<file path="src/rtl/csa_tree_accum_if.sv">
// Valid/ready stream bundle for csa_tree_accum: operand beats in, sums out.
interface csa_tree_accum_if #(
    parameter int unsigned WIDTH   = 8,
    parameter int unsigned NUM_OPS = 6,
    parameter int unsigned OUTW    = 11
);
    logic                     in_valid;
    logic                     in_ready;
    logic [NUM_OPS*WIDTH-1:0] in_data;
    logic                     in_last;
    logic                     out_valid;
    logic                     out_ready;
    logic [OUTW-1:0]          out_data;
    logic                     out_ovf;

    modport master (
        output in_valid, in_data, in_last, out_ready,
        input  in_ready, out_valid, out_data, out_ovf
    );

    modport slave (
        input  in_valid, in_data, in_last, out_ready,
        output in_ready, out_valid, out_data, out_ovf
    );
endinterface

</file>
<file path="src/rtl/csa_tree_accum.sv">
// Multi-operand carry-save compressor tree with final CPA and optional
// per-packet accumulation, as a stall-on-full valid/ready stage.
module csa_tree_accum #(
    parameter int unsigned WIDTH     = 8,
    parameter int unsigned NUM_OPS   = 6,
    parameter string       STAGE_REG = "TRUE",
    parameter string       ACCUM     = "FALSE",
    parameter int unsigned ACC_BITS  = 4
) (
    input logic            clk,
    input logic            rst_n,
    csa_tree_accum_if.slave bus
);
    function automatic int unsigned rows_at(int unsigned lvl);
        int unsigned h;
        h = NUM_OPS;
        for (int unsigned i = 0; i < lvl; i++) h = h - h / 3;
        return h;
    endfunction

    function automatic int unsigned tree_depth(int unsigned n);
        int unsigned h;
        int unsigned d;
        h = n;
        d = 0;
        while (h > 2) begin
            h = h - h / 3;
            d = d + 1;
        end
        return d;
    endfunction

    localparam bit          ACC_EN = (ACCUM == "TRUE");
    localparam bit          REG_EN = (STAGE_REG == "TRUE");
    localparam int unsigned OUTW   = WIDTH + $clog2(NUM_OPS) + (ACC_EN ? ACC_BITS : 0);
    localparam int unsigned L      = tree_depth(NUM_OPS);

    logic en;
    assign en           = !bus.out_valid | bus.out_ready;
    assign bus.in_ready = en;

    // Rows are carried at full OUTW width: the true sum always fits, so
    // dropping carries shifted past the top bit never loses information.
    for (genvar l = 0; l < L; l++) begin : g_lvl
        localparam int unsigned HI = rows_at(l);
        localparam int unsigned G  = HI / 3;
        localparam int unsigned HO = HI - G;

        logic [OUTW-1:0] r_in  [HI];
        logic [OUTW-1:0] r_nx  [HO];
        logic [OUTW-1:0] r_out [HO];
        logic            v_in, l_in, v_out, l_out;

        if (l == 0) begin : g_src
            for (genvar i = 0; i < HI; i++) begin : g_op
                assign r_in[i] = OUTW'(bus.in_data[i*WIDTH +: WIDTH]);
            end
            assign v_in = bus.in_valid & en;
            assign l_in = bus.in_last;
        end else begin : g_src
            for (genvar i = 0; i < HI; i++) begin : g_op
                assign r_in[i] = g_lvl[l-1].r_out[i];
            end
            assign v_in = g_lvl[l-1].v_out;
            assign l_in = g_lvl[l-1].l_out;
        end

        always_comb begin
            for (int unsigned i = 0; i < HO; i++) r_nx[i] = '0;
            for (int unsigned k = 0; k < G; k++) begin
                r_nx[2*k]   = r_in[3*k] ^ r_in[3*k+1] ^ r_in[3*k+2];
                r_nx[2*k+1] = ((r_in[3*k] & r_in[3*k+1]) |
                               (r_in[3*k] & r_in[3*k+2]) |
                               (r_in[3*k+1] & r_in[3*k+2])) << 1;
            end
            for (int unsigned i = 3*G; i < HI; i++) r_nx[i-G] = r_in[i];
        end

        if (REG_EN) begin : g_reg
            always_ff @(posedge clk or negedge rst_n) begin
                if (!rst_n) begin
                    v_out <= 1'b0;
                    l_out <= 1'b0;
                    for (int unsigned i = 0; i < HO; i++) r_out[i] <= '0;
                end else if (en) begin
                    v_out <= v_in;
                    l_out <= l_in;
                    for (int unsigned i = 0; i < HO; i++) r_out[i] <= r_nx[i];
                end
            end
        end else begin : g_comb
            assign v_out = v_in;
            assign l_out = l_in;
            for (genvar i = 0; i < HO; i++) begin : g_pass
                assign r_out[i] = r_nx[i];
            end
        end
    end

    logic [OUTW-1:0] tree_sum;
    logic            t_valid, t_last;
    assign tree_sum = g_lvl[L-1].r_out[0] + g_lvl[L-1].r_out[1];
    assign t_valid  = g_lvl[L-1].v_out;
    assign t_last   = g_lvl[L-1].l_out;

    if (ACC_EN) begin : g_acc
        logic [OUTW-1:0] acc_q, acc_base;
        logic [OUTW:0]   acc_sum;
        logic            ovf_q, ovf_base, first_q;

        // first_q marks that the next valid beat opens a new packet
        always_comb begin
            acc_base = first_q ? '0 : acc_q;
            ovf_base = first_q ? 1'b0 : ovf_q;
            acc_sum  = {1'b0, acc_base} + {1'b0, tree_sum};
        end

        always_ff @(posedge clk or negedge rst_n) begin
            if (!rst_n) begin
                acc_q         <= '0;
                ovf_q         <= 1'b0;
                first_q       <= 1'b1;
                bus.out_valid <= 1'b0;
                bus.out_data  <= '0;
                bus.out_ovf   <= 1'b0;
            end else if (en) begin
                bus.out_valid <= t_valid & t_last;
                if (t_valid) begin
                    acc_q   <= acc_sum[OUTW-1:0];
                    ovf_q   <= ovf_base | acc_sum[OUTW];
                    first_q <= t_last;
                    if (t_last) begin
                        bus.out_data <= acc_sum[OUTW-1:0];
                        bus.out_ovf  <= ovf_base | acc_sum[OUTW];
                    end
                end
            end
        end
    end else begin : g_sum
        logic unused_last;
        assign unused_last = t_last;
        assign bus.out_ovf = 1'b0;

        always_ff @(posedge clk or negedge rst_n) begin
            if (!rst_n) begin
                bus.out_valid <= 1'b0;
                bus.out_data  <= '0;
            end else if (en) begin
                bus.out_valid <= t_valid;
                if (t_valid) bus.out_data <= tree_sum;
            end
        end
    end
endmodule

</file>
<file path="src/flat_wrapper.sv">
// flat-port wrapper written by rule: the top's interface ports become plain ports
module csa_tree_accum_flat 
#(
    parameter int unsigned WIDTH     = 8,
    parameter int unsigned NUM_OPS   = 6,
    parameter string       STAGE_REG = "    ",
    parameter string       ACCUM     = "     ",
    parameter int unsigned ACC_BITS  = 4
)
  (clk, rst_n, bus_in_valid, bus_in_data, bus_in_last, bus_out_ready, bus_in_ready, bus_out_valid, bus_out_data, bus_out_ovf);
  csa_tree_accum_if #(.WIDTH(WIDTH), .NUM_OPS(NUM_OPS), .OUTW(11)) bus_i ();
  input logic clk;
  input logic rst_n;
  input wire logic [$bits(bus_i.in_valid)-1:0] bus_in_valid;
  input wire logic [$bits(bus_i.in_data)-1:0] bus_in_data;
  input wire logic [$bits(bus_i.in_last)-1:0] bus_in_last;
  input wire logic [$bits(bus_i.out_ready)-1:0] bus_out_ready;
  output wire logic [$bits(bus_i.in_ready)-1:0] bus_in_ready;
  output wire logic [$bits(bus_i.out_valid)-1:0] bus_out_valid;
  output wire logic [$bits(bus_i.out_data)-1:0] bus_out_data;
  output wire logic [$bits(bus_i.out_ovf)-1:0] bus_out_ovf;
  assign bus_i.in_valid = bus_in_valid;
  assign bus_i.in_data = bus_in_data;
  assign bus_i.in_last = bus_in_last;
  assign bus_i.out_ready = bus_out_ready;
  assign bus_in_ready = bus_i.in_ready;
  assign bus_out_valid = bus_i.out_valid;
  assign bus_out_data = bus_i.out_data;
  assign bus_out_ovf = bus_i.out_ovf;
  csa_tree_accum #(.WIDTH(WIDTH), .NUM_OPS(NUM_OPS), .STAGE_REG(STAGE_REG), .ACCUM(ACCUM), .ACC_BITS(ACC_BITS)) u_core (.clk(clk), .rst_n(rst_n), .bus(bus_i));
endmodule
</file>
<file path="config.mk">
export PLATFORM = sky130hd
export DESIGN_NAME = csa_tree_accum_flat
export DESIGN_NICKNAME = d
export VERILOG_FILES = /design/src/rtl/csa_tree_accum_if.sv /design/src/rtl/csa_tree_accum.sv /design/src/flat_wrapper.sv
export SDC_FILE = /design/constraint.sdc
export NUM_CORES = 1
export LEC_CHECK = 0
export CAP_MARGIN = 20
export CORE_UTILIZATION = 42
export CTS_CLUSTER_DIAMETER = 30
export DETAILED_ROUTE_END_ITERATION = 12
export PLACE_DENSITY = 0.86
export SETUP_SLACK_MARGIN = 0.1
export SLEW_MARGIN = 20
export SYNTH_ARGS = -nofsm -noshare
export SYNTH_HDL_FRONTEND = slang
export SYNTH_SLANG_ARGS = --single-unit
</file>
<file path="constraint.sdc">
create_clock -name clk -period 1.7 [get_ports clk]
set_input_delay 0.255 -clock clk [delete_from_list [all_inputs] [get_ports clk]]
set_output_delay 0.255 -clock clk [all_outputs]
set_load 0.005 [all_outputs]
</file>
* Word-level counts from Yosys, hierarchy flattened
Index checks and enable logic that the tools add are counted.
** Operators by class
- Mux-type cells :: 0
- Eq/ne operators :: 0
- Order comparisons :: 0
- Add/subtract/negate cells :: 1
- Shift-type cells :: 0
- Bitwise logic cells :: 30
- Divide/modulo/power cells :: 0
- Reduce and logical (&&, ||, !) cells :: 2
- Multipliers :: 0
** Operators with widths (number)
- $and 10x10->10 :: 6
- $or 10x10->10 :: 6
- $and 8x8->8 :: 6
- $xor 11x11->11 :: 4
- $xor 8x8->8 :: 4
- $or 10x8->10 :: 2
- $add 11x11->11 :: 1
- $reduce_and 2->1 :: 1
- $and 1x1->1 :: 1
- $logic_not 1->1 :: 1
- $or 1x1->1 :: 1
** Storage, ports and cells
- Bits in registers :: 12
- Logic and storage cells :: 35
- Input port bits :: 53
- Bits in writable memories :: 0
- Memories :: 0
- Latch bits :: 0
- Output and inout bits :: 14
- Bits in read-only memories :: 0

* Logic depth before layout (Yosys ltp)
Gate-level depths: netlist (run 1).
- Depth in word-level cells :: 10
- Mapped depth :: 13
- Depth with buffers taken out :: 13

* Worst setup path after synthesis (run 1)
No wires, ideal clock.
- Path type :: input-to-reg
- Start :: input bus_in_data[2]
- End :: register u_core.bus.out_data[10]
- Library setup time :: 0.124 ns
- Stages on the path :: 9
- Setup slack :: -1.552 ns
- Required time :: 1.576 ns
- Data arrival time :: 3.128 ns
- Path buffers :: 0
- Cell sequence :: fa_1 -> fa_1 -> fa_1 -> ha_1 -> fa_1 -> a211oi_1 -> o21ai_0 -> o211a_1 -> o31a_1
** On the way
- Cells in the longest elaborated chain, start to end :: 10
- Elaborated cells on any way between the ends :: 21
- Those cells by class :: add/sub (1); bitwise (20)
** RTL lines
- start, declared :: RTL line flat_wrapper.sv:15 : input wire logic [$bits(bus_i.in_data)-1:0] bus_in_data;
- $and 8x8->8, on equally long branches :: RTL line csa_tree_accum.sv:72, csa_tree_accum.sv:73
- $or 10x10->10 :: RTL line csa_tree_accum.sv:72 : r_nx[2*k+1] = ((r_in[3*k] & r_in[3*k+1]) |
- $or 10x8->10 :: RTL line csa_tree_accum.sv:73 : (r_in[3*k] & r_in[3*k+2]) |
- $and 10x10->10 :: RTL line csa_tree_accum.sv:72
- $or 10x10->10 :: RTL line csa_tree_accum.sv:72
- $or 10x10->10 :: RTL line csa_tree_accum.sv:73
- $and 10x10->10 :: RTL line csa_tree_accum.sv:72
- $or 10x10->10 :: RTL line csa_tree_accum.sv:72
- $or 10x10->10 :: RTL line csa_tree_accum.sv:73
- $add 11x11->11 * :: RTL line csa_tree_accum.sv:102 : assign tree_sum = g_lvl[L-1].r_out[0] + g_lvl[L-1].r_out[1];
- end signal, assigned :: RTL line csa_tree_accum.sv:150 : if (t_valid) bus.out_data <= tree_sum;
- end, declared :: RTL line csa_tree_accum_if.sv:23 : output in_ready, out_valid, out_data, out_ovf
Every way passes the cells marked *; elsewhere a longest branch is shown, timed or not.
A chain may end at the register's enable or synchronous reset.

* Final worst setup path (run 1)
- Start :: input bus_in_data[18]
- End :: register u_core.bus.out_data[10]
** On the way
- Cells in the longest elaborated chain, start to end :: 10
- Elaborated cells on any way between the ends :: 20
- Those cells by class :: add/sub (1); bitwise (19)
** RTL lines (RTL line)
- $and 8x8->8 :: csa_tree_accum.sv:73
- $or 10x10->10 :: csa_tree_accum.sv:72
- $or 10x8->10 :: csa_tree_accum.sv:73
- $and 10x10->10 :: csa_tree_accum.sv:72
- $or 10x10->10 :: csa_tree_accum.sv:72
- $or 10x10->10 :: csa_tree_accum.sv:73
- $and 10x10->10 :: csa_tree_accum.sv:72
- $or 10x10->10 :: csa_tree_accum.sv:72
- $or 10x10->10 :: csa_tree_accum.sv:73
- $add 11x11->11 * :: csa_tree_accum.sv:102
Marks and branches as above.

==> flow_summary.yaml, run 1 <==
die:
  die_h_um: 61.4
  die_area_sq_um: 3770
  io-pin-count: 67
  coreArea_sq_um: 3360
  start_util_pct: 44.0
  rows: 21
  die_w_um: 61.4
pwr:
  p_comb_share_pct: 81.5
  pwr-share-seq_pct: 12.7
  ir_drop_uv: 769
  clockPowerShare_pct: 5.8
  p_sw_uw: 1540
  leakagePower_uw: 0.00113
  p_int_uw: 2300
  p_per_area_nw_per_um2: 1550
  p_sw_share_pct: 40.1
critical_path:
  cp.required_ps: 1860
  crit_path_end_kind: "register"
  crit_fanout: 2
  crit_arrival_ps: 3200
  criticalPathCategory: "in2reg"
  startpoint_type: "primary input"
synthesis:
  yosysSeqAreaShare_pct: 20.3
  synth_edf_count: 0
  ys_warn_count: 0
  async_flop_share_pct: 100
  synth-seq-cells: 12
  synth_top_area_share_pct: 43.2
  synth_top_flop_cell: "dfrtp_1"
  synth_cell_type_count: 36
  synth_area_leaders: "fa_1, dfrtp_1, ha_1, inv_1, o21ai_0"
  yosysTopAreaCell: "fa_1"
  yosysMostFrequentCell: "fa_1"
  syn-instance-count: 122
  synth_nets: 215
  synth_common_cells: "fa_1, inv_1, dfrtp_1, ha_1, o21ai_0"
  syn_area_sq_um: 1480
  syn_area_per_cell_sq_um: 12.1
routing:
  viasPerCell: 5.17
  drtIter0Drc: 21
  drtPass1Iterations: 4
  route.vias.total: 1318
  drc: 0
  wl_per_cell_um: 15.1
  ant_nets: 0
  wirelength_um: 3860
timing:
  drv_slew: 0
  finalCritPeriodShare_pct: 179
  worstMarginPinSlew_ps: 554
  hold_slack_ps: 325
  finalHoldViolations: 0
  period_needed_ps: 3040
  rsz0062_at_grt: "yes"
  finalSetupViolCount: 10
  skew_ps: 5.21
  relSlewSlack_pct: 62.8
  fmax_mhz: 329
  finalWorstSetupSlack_ps: -1340
clock_tree:
  cts_max_level: 1
  clock_latency_ps: 270
  cts.sinks: 12
  clockRootBuffer: "clkbuf_4"
  clk_pin_slew_ps: 80
  clockBufferDepth: 2
  numCtsBuffers: 3
  tritoncts: "yes"
layout:
  post-route-util_pct: 73.5
  area_growth_pct: 67.0
  layoutNonFillerInstCount: 255
  final_nets: 303
  antennaDiodeCount: 0
  drive_above_1_share_pct: 41.1
status:
  outcome: "finished with violations"
  violations: "negative setup slack"
place:
  place.gp.congestion: 0.715
  dp_hpwl_um: 3030
  place_inst: 247
  io_buffers: 64
global_route:
  grt_use_total_pct: 21.8
  antenna_found_initial: 0
  grt_start_max_net_pins: 13
  grt_pass1_wl_um: 5930
  gr-total-overflow: 0
  grt_pass1_vias: 1381
hold_path:
  min-delay-path-class: "in2async"
job:
  cap_violations: 0
cells by family (layout without fill, tap and decap cells):
| family | Yosys count | in the layout | share of synthesized area [%] |
|---|---|---|---|
| and+or+nand+nor | 18 | 18 | 7.26 |
| xor gates and xnor gates | 3 | 3 | 1.77 |
| buffers and inverters | 18 | 105 | 4.90 |
| muxes | 3 | 3 | 2.28 |
| adders and majority gates | 40 | 40 | 50.0 |
| AOI/OAI and AO/OA | 27 | 27 | 13.3 |
| other | 1 | 1 | 0.253 |
| DFF | 12 | 12 | 20.3 |
per-layer routing:
| metal | up-vias | share of wire [%] | track usage, % |
|---|---|---|---|
| met2 | 64 | 58 | 42.4 |
| met4 | 0 | 2.4 | 6.03 |
| met1 | 656 | 34 | 23.8 |
| li1 | 586 | - | - |
| met5 | - | 0 | 0 |
| met3 | 12 | 6.1 | 4.41 |
final cells by class:
cell class | instances | area (sq um)
multi-input combinational | 92 | 1300
fill | 261 | 890
timing repair buffer | 85 | 721
sequential | 12 | 300
inverter | 16 | 61.3
tap | 46 | 57.6
clock buffer | 4 | 36.3
per-stage QoR:
stage | setup TNS [ps] | area, sq um | setup WS (ps) | power, uW
finish | -9780 | 2470 | -1340 | 3840
global route | -10360 | 2470 | -1400 | 4110
CTS | -9940 | 2400 | -1340 | 3560
detailed placement | -16650 | 2310 | -1990 | 2810
global placement | -16140 | 2310 | -1890 | 2700
floorplan | -10510 | 1500 | -1390 | 1790
what timing repair did:
item,in CTS,in global routing
resized for setup,126,21
setup buffers,4,0
hold buffers,0,0
pin swaps,53,14
setup endpoints to repair,12,10
cells in the final DEF (no fill, tap or decap), drive strengths merged, types with 2 or more instances in the layout:
master | synthesis | layout
nand2 | 7 | 7
mux2 | 3 | 3
a21oi | 3 | 3
ha | 8 | 8
a211o | 2 | 2
clkdlybuf4s15 | 0 | 8
o21ai | 7 | 7
inv | 15 | 15
clkbuf | 0 | 6
buf | 2 | 37
a211oi | 4 | 4
a21o | 3 | 3
clkdlybuf4s50 | 0 | 19
nand3 | 4 | 4
xor2 | 2 | 2
fa | 32 | 32
o211a | 2 | 2
dfrtp | 12 | 12
dlygate4sd2 | 0 | 18
state kept, by name, summed over array words and instances, names as in the netlist:
name                  cells
u_core.bus.out_data      11
u_core.bus.out_valid      1
worst max-delay path, stage by stage:
cell	delay, ps
buf_6	90
fa_1	490
fa_1	540
fa_1	450
ha_4	190
fa_2	350
a211oi_2	230
o21ai_1	130
o211a_1	160
o31a_1	310
power groups by stage:
stage	Sequential, uW	Combinational [uW]	Clock, uW
2_1_floorplan	490	1300	0
3_3_place_gp	482	2220	0
3_5_place_dp	492	2320	0
4_1_cts	487	2850	228
5_1_grt	502	3360	245
6_report	489	3130	222
final timing paths:
path	startpoint	endpoint	slack, ps	depth (start not counted)
min in group clk	u_core.bus.out_data[6]$_DFFE_PN0P_	u_core.bus.out_data[6]$_DFFE_PN0P_	490	2
setup / recovery	bus_in_data[18]	u_core.bus.out_data[10]$_DFFE_PN0P_	-1340	10
setup reg to reg	u_core.bus.out_valid$_DFFE_PN0N_	u_core.bus.out_data[7]$_DFFE_PN0P_	230	5
hold / removal	rst_n	u_core.bus.out_data[8]$_DFFE_PN0P_	320	1
max in group asynchronous	rst_n	u_core.bus.out_data[6]$_DFFE_PN0P_	1030	1
hold reg to reg	u_core.bus.out_data[6]$_DFFE_PN0P_	u_core.bus.out_data[6]$_DFFE_PN0P_	490	2
(Power assumes the default switching activity.)
==> inputs of run 2 (changes only) <==
--- a/config.mk
+++ b/config.mk
@@ -5,7 +5,7 @@
 export SDC_FILE = /design/constraint.sdc
 export NUM_CORES = 1
 export LEC_CHECK = 0
-export CAP_MARGIN = 20
+export CORE_MARGIN = 4
 export CORE_UTILIZATION = 42
 export CTS_CLUSTER_DIAMETER = 30
 export DETAILED_ROUTE_END_ITERATION = 12
==> flow_summary.yaml, run 2 (same netlist as run 1, synthesis figures left out) <==
die:
  rows: 21
  die_w_um: 67.4
  die_area_sq_um: 4540
  start_util_pct: 44.0
  die_h_um: 67.4
  io-pin-count: 67
  coreArea_sq_um: 3360
timing:
  hold_slack_ps: 317
  period_needed_ps: 3000
  worstMarginPinSlew_ps: 538
  finalWorstSetupSlack_ps: -1300
  finalSetupTns_ps: -9460
  finalSetupViolCount: 10
  drv_slew: 0
  rsz0062_at_grt: "yes"
  finalHoldViolations: 0
  fmax_mhz: 334
  finalCritPeriodShare_pct: 176
  skew_ps: 14.4
  relSlewSlack_pct: 64.1
clock_tree:
  clockBufferDepth: 2
  clock_latency_ps: 280
  clockRootBuffer: "clkbuf_4"
  ctsHoldBuffers: 0
  numCtsBuffers: 3
  cts.sinks: 12
  tritoncts: "yes"
  clk_pin_slew_ps: 90
  cts_max_level: 1
routing:
  viasPerCell: 5.08
  ant_nets: 0
  route.vias.total: 1279
  drtIter0Drc: 11
  wirelength_um: 3830
  drc: 0
  drtPass1Iterations: 4
  wl_per_cell_um: 15.2
global_route:
  grt_use_total_pct: 18.3
  grt_pass1_vias: 1476
  grt_pass1_wl_um: 6220
  antenna_found_initial: 0
  grt_start_max_net_pins: 13
  gr-total-overflow: 0
layout:
  drive_above_1_share_pct: 38.8
  top_register: "u_core.bus.out_data"
  fill_cells: 249
  final_common_cell: "fa_1"
  reg.largest.list: "u_core.bus.out_data x11, u_core.bus.out_valid x1"
  final_cell_mix: "fa_1, clkdlybuf4s50_1, buf_4"
  largest_reg_flops: 11
  final_nets: 300
  antennaDiodeCount: 0
  area_growth_pct: 64.3
hold_path:
  min-delay-path-class: "in2async"
pwr:
  ir_drop_uv: 801
  p_per_area_nw_per_um2: 1470
  leakagePower_uw: 0.00115
  power_uw: 3580
critical_path:
  max_stage_delay_ps: 570
  critPathBufInv: 1
  cp.required_ps: 1870
  crit_path_end_kind: "register"
  criticalPathCategory: "in2reg"
  cp_slowest_cell: "fa_1"
  cp_top_family: "adder cells"
  cpMostUsedCell: "fa_1"
  crit_fanout: 2
  crit_chain: "buf_6 -> fa_1 -> fa_1 -> fa_1 -> ha_4 -> fa_2 -> a211oi_2 -> o21ai_1 -> o211a_1 -> o31a_1"
  startpoint_type: "primary input"
  crit_arrival_ps: 3170
status:
  outcome: "finished with violations"
  violations: "negative setup slack"
place:
  dp_hpwl_um: 3300
  place.gp.congestion: 0.764
  place_ws_ps: -1990
  io_buffers: 64
job:
  cap_violations: 0
==> run 2: repair_timing <==
item	CTS	global route
resized for setup	118	26
buffers inserted	1	1
pin swaps	49	21
setup endpoints to repair	12	11
==> run 2: path summary, 6_finish.rpt <==
| path | from | endpoint | slack [ps] | cells after the start |
|---|---|---|---|---|
| worst max register to register | u_core.bus.out_valid$_DFFE_PN0N_ | u_core.bus.out_data[7]$_DFFE_PN0P_ | 280 | 5 |
| worst max-delay path | bus_in_data[2] | u_core.bus.out_data[10]$_DFFE_PN0P_ | -1300 | 10 |
| worst min register to register | u_core.bus.out_data[1]$_DFFE_PN0P_ | u_core.bus.out_data[1]$_DFFE_PN0P_ | 490 | 2 |
| max in group asynchronous | rst_n | u_core.bus.out_data[3]$_DFFE_PN0P_ | 1010 | 1 |
| min in group clk | u_core.bus.out_data[1]$_DFFE_PN0P_ | u_core.bus.out_data[1]$_DFFE_PN0P_ | 490 | 2 |
| worst min-delay path | rst_n | u_core.bus.out_data[7]$_DFFE_PN0P_ | 320 | 1 |
==> run 2: final cells by class <==
class                   count  area, sq um  area share, %
repair buffers             82          717           29.5
well taps                  46         57.6           2.37
multi-input cells          92         1260           51.8
flip-flops and latches     12          300           12.3
clock buffers               4         36.3           1.49
inverters                  16         61.3           2.52
==> run 2: metrics by stage <==
step / instances / instance area (sq um) / util, %
6_report: 252 / 2430 / 72.4
5_1_grt: 252 / 2430 / 72.4
4_1_cts: 252 / 2370 / 70.5
3_5_place_dp: 247 / 2310 / 68.8
3_3_place_gp: 247 / 2310 / 68.8
2_1_floorplan: 122 / 1500 / -
==> run 2: per-layer routing <==
layer | vias up | wire length (um) | track usage (%)
met5 | - | 0 | 0
met4 | 0 | 59 | 6.58
met3 | 8 | 252 | 4.33
met2 | 52 | 2250 | 36.3
met1 | 636 | 1270 | 18.2
li1 | 583 | - | -
==> run 2: power breakdown <==
group          switching (uW)  internal, uW  leakage, uW
Sequential               73.2           414     0.000145
Combinational            1220          1650     0.000989
Clock                    99.3           130    0.0000210
==> run 2: worst register-to-register path, delay by kind of cell (launching register included) <==
| kind | cells | cell delay (ps) |
|---|---|---|
| flip-flops | 1 | 390 |
| AND/OR/NAND/NOR | 4 | 910 |
| buffers and inverters | 1 | 60 |
==> inputs of run 3 (changes only) <==
--- a/config.mk
+++ b/config.mk
@@ -5,6 +5,7 @@
 export SDC_FILE = /design/constraint.sdc
 export NUM_CORES = 1
 export LEC_CHECK = 0
+export CORE_ASPECT_RATIO = 1.25
 export CORE_MARGIN = 4
 export CORE_UTILIZATION = 42
 export CTS_CLUSTER_DIAMETER = 30
==> flow_summary.yaml, run 3 (same netlist as run 1, synthesis figures left out) <==
place:
  dp_hpwl_um: 3470
  place_ws_ps: -1950
  place_inst: 238
  io_buffers: 64
  place.gp.congestion: 0.729
layout:
  largest_reg_flops: 11
  final_cell_mix: "fa_1, buf_4, buf_2"
  final_common_cell: "fa_1"
  layoutNonFillerInstCount: 246
  fill_cells: 232
  top_register: "u_core.bus.out_data"
  final_nets: 304
  antennaDiodeCount: 0
  drive_above_1_share_pct: 43.5
  reg.largest.list: "u_core.bus.out_data x11, u_core.bus.out_valid x1"
  area_growth_pct: 63.0
timing:
  finalWorstSetupSlack_ps: -1330
  period_needed_ps: 3030
  rsz0062_at_grt: "yes"
  relSlewSlack_pct: 64.4
  drv_slew: 0
  finalSetupViolCount: 10
  fmax_mhz: 330
  worstMarginPinSlew_ps: 532
  finalCritPeriodShare_pct: 178
  skew_ps: 1.46
  finalHoldViolations: 0
  hold_slack_ps: 377
clock_tree:
  clockRootBuffer: "clkbuf_8"
  ctsHoldBuffers: 0
  clk_pin_slew_ps: 50
  cts.sinks: 12
  tritoncts: "yes"
  numCtsBuffers: 3
  cts_max_level: 1
  clockBufferDepth: 2
  clock_latency_ps: 230
routing:
  drc: 0
  route.vias.total: 1324
  ant_nets: 0
  wirelength_um: 4250
  wl_per_cell_um: 17.3
  drtIter0Drc: 32
  viasPerCell: 5.38
  drtPass1Iterations: 4
global_route:
  antenna_found_initial: 0
  grt_use_total_pct: 19.5
  gr-total-overflow: 0
  grt_start_max_net_pins: 13
  grt_pass1_vias: 1587
  grt_pass1_wl_um: 6600
die:
  io-pin-count: 67
  die_w_um: 61.1
  die_area_sq_um: 4550
  rows: 23
  die_h_um: 74.4
  coreArea_sq_um: 3310
  start_util_pct: 44.8
critical_path:
  cpMostUsedCell: "fa_1"
  crit_chain: "buf_2 -> fa_1 -> fa_1 -> fa_1 -> ha_2 -> fa_2 -> a211oi_2 -> o21ai_1 -> o211a_1 -> o31a_1"
  cp_slowest_cell: "fa_1"
  cp.required_ps: 1810
  cp_top_family: "adder cells"
  crit_arrival_ps: 3140
  criticalPathCategory: "in2reg"
  crit_path_end_kind: "register"
  startpoint_type: "primary input"
  critPathBufInv: 1
  max_stage_delay_ps: 550
  crit_fanout: 2
pwr:
  ir_drop_uv: 1180
  pwr-share-seq_pct: 12.8
  p_per_area_nw_per_um2: 1550
  p_int_uw: 2310
  leakagePower_uw: 0.00112
  p_sw_uw: 1450
  p_comb_share_pct: 80.7
  clockPowerShare_pct: 6.5
  power_uw: 3750
  p_sw_share_pct: 38.5
status:
  outcome: "finished with violations"
  violations: "negative setup slack"
job:
  cap_violations: 0
hold_path:
  min-delay-path-class: "in2async"
==> run 3: cell count changes in the layout (fill, tap and decap cells not counted), sizes merged <==
cell	previous run	this run
buf	34	44
clkbuf	8	7
clkdlybuf4s15	6	7
clkdlybuf4s50	17	15
dlygate4sd2	13	15
dlymetal6s2s	8	1
==> run 3: final cells by class <==
cell class,instances,area (sq um),share of cell area [%]
Clock buffer,3,41.3,1.71
Timing Repair Buffer,86,694,28.8
Tap cell,37,46.3,1.92
Sequential cell,12,300,12.4
Multi-Input combinational cell,92,1270,52.7
Inverter,16,60.1,2.49
==> run 3: power groups by stage <==
stage / sequential (uW) / combinational, uW / clock (uW)
after floorplan: 490 / 1300 / 0
after global placement: 481 / 2220 / 0
final: 481 / 3030 / 245
after CTS: 480 / 2880 / 248
after detailed placement: 485 / 2340 / 0
after global routing: 495 / 3280 / 266
==> run 3: repair_timing <==
| action | CTS | global route |
|---|---|---|
| setup endpoints to repair | 12 | 11 |
| buffers inserted | 5 | 0 |
| gates resized for setup | 152 | 13 |
| pin swaps | 41 | 17 |
==> run 3: per-layer routing <==
layer	up-vias	GRT usage, %	part of all wire, %
met5	-	0	0
met3	8	4.51	6.9
met4	0	6.27	2.3
met2	65	42.1	62
li1	591	-	-
met1	660	15.8	29
==> run 3: metrics by stage <==
stage / utilization, % / TNS, ps / area (sq um)
finish: 73.0 / -10040 / 2410
global route: 73.0 / -10640 / 2410
CTS: 72.4 / -10220 / 2390
detailed placement: 69.6 / -16540 / 2300
global placement: 69.6 / -16170 / 2300
floorplan: - / -10510 / 1500
==> run 3: final timing paths <==
path                                                    startpoint                                  end  slack (ps)  cells past startpoint
worst max register to register    u_core.bus.out_valid$_DFFE_PN0N_   u_core.bus.out_data[7]$_DFFE_PN0P_         230                      5
worst max-delay path                                bus_in_data[2]  u_core.bus.out_data[10]$_DFFE_PN0P_       -1330                     10
min in group clk                u_core.bus.out_data[1]$_DFFE_PN0P_   u_core.bus.out_data[1]$_DFFE_PN0P_         480                      2
worst min register to register  u_core.bus.out_data[1]$_DFFE_PN0P_   u_core.bus.out_data[1]$_DFFE_PN0P_         480                      2
max in group asynchronous                                    rst_n   u_core.bus.out_data[1]$_DFFE_PN0P_         970                      1
worst min-delay path                                         rst_n  u_core.bus.out_data[10]$_DFFE_PN0P_         380                      1
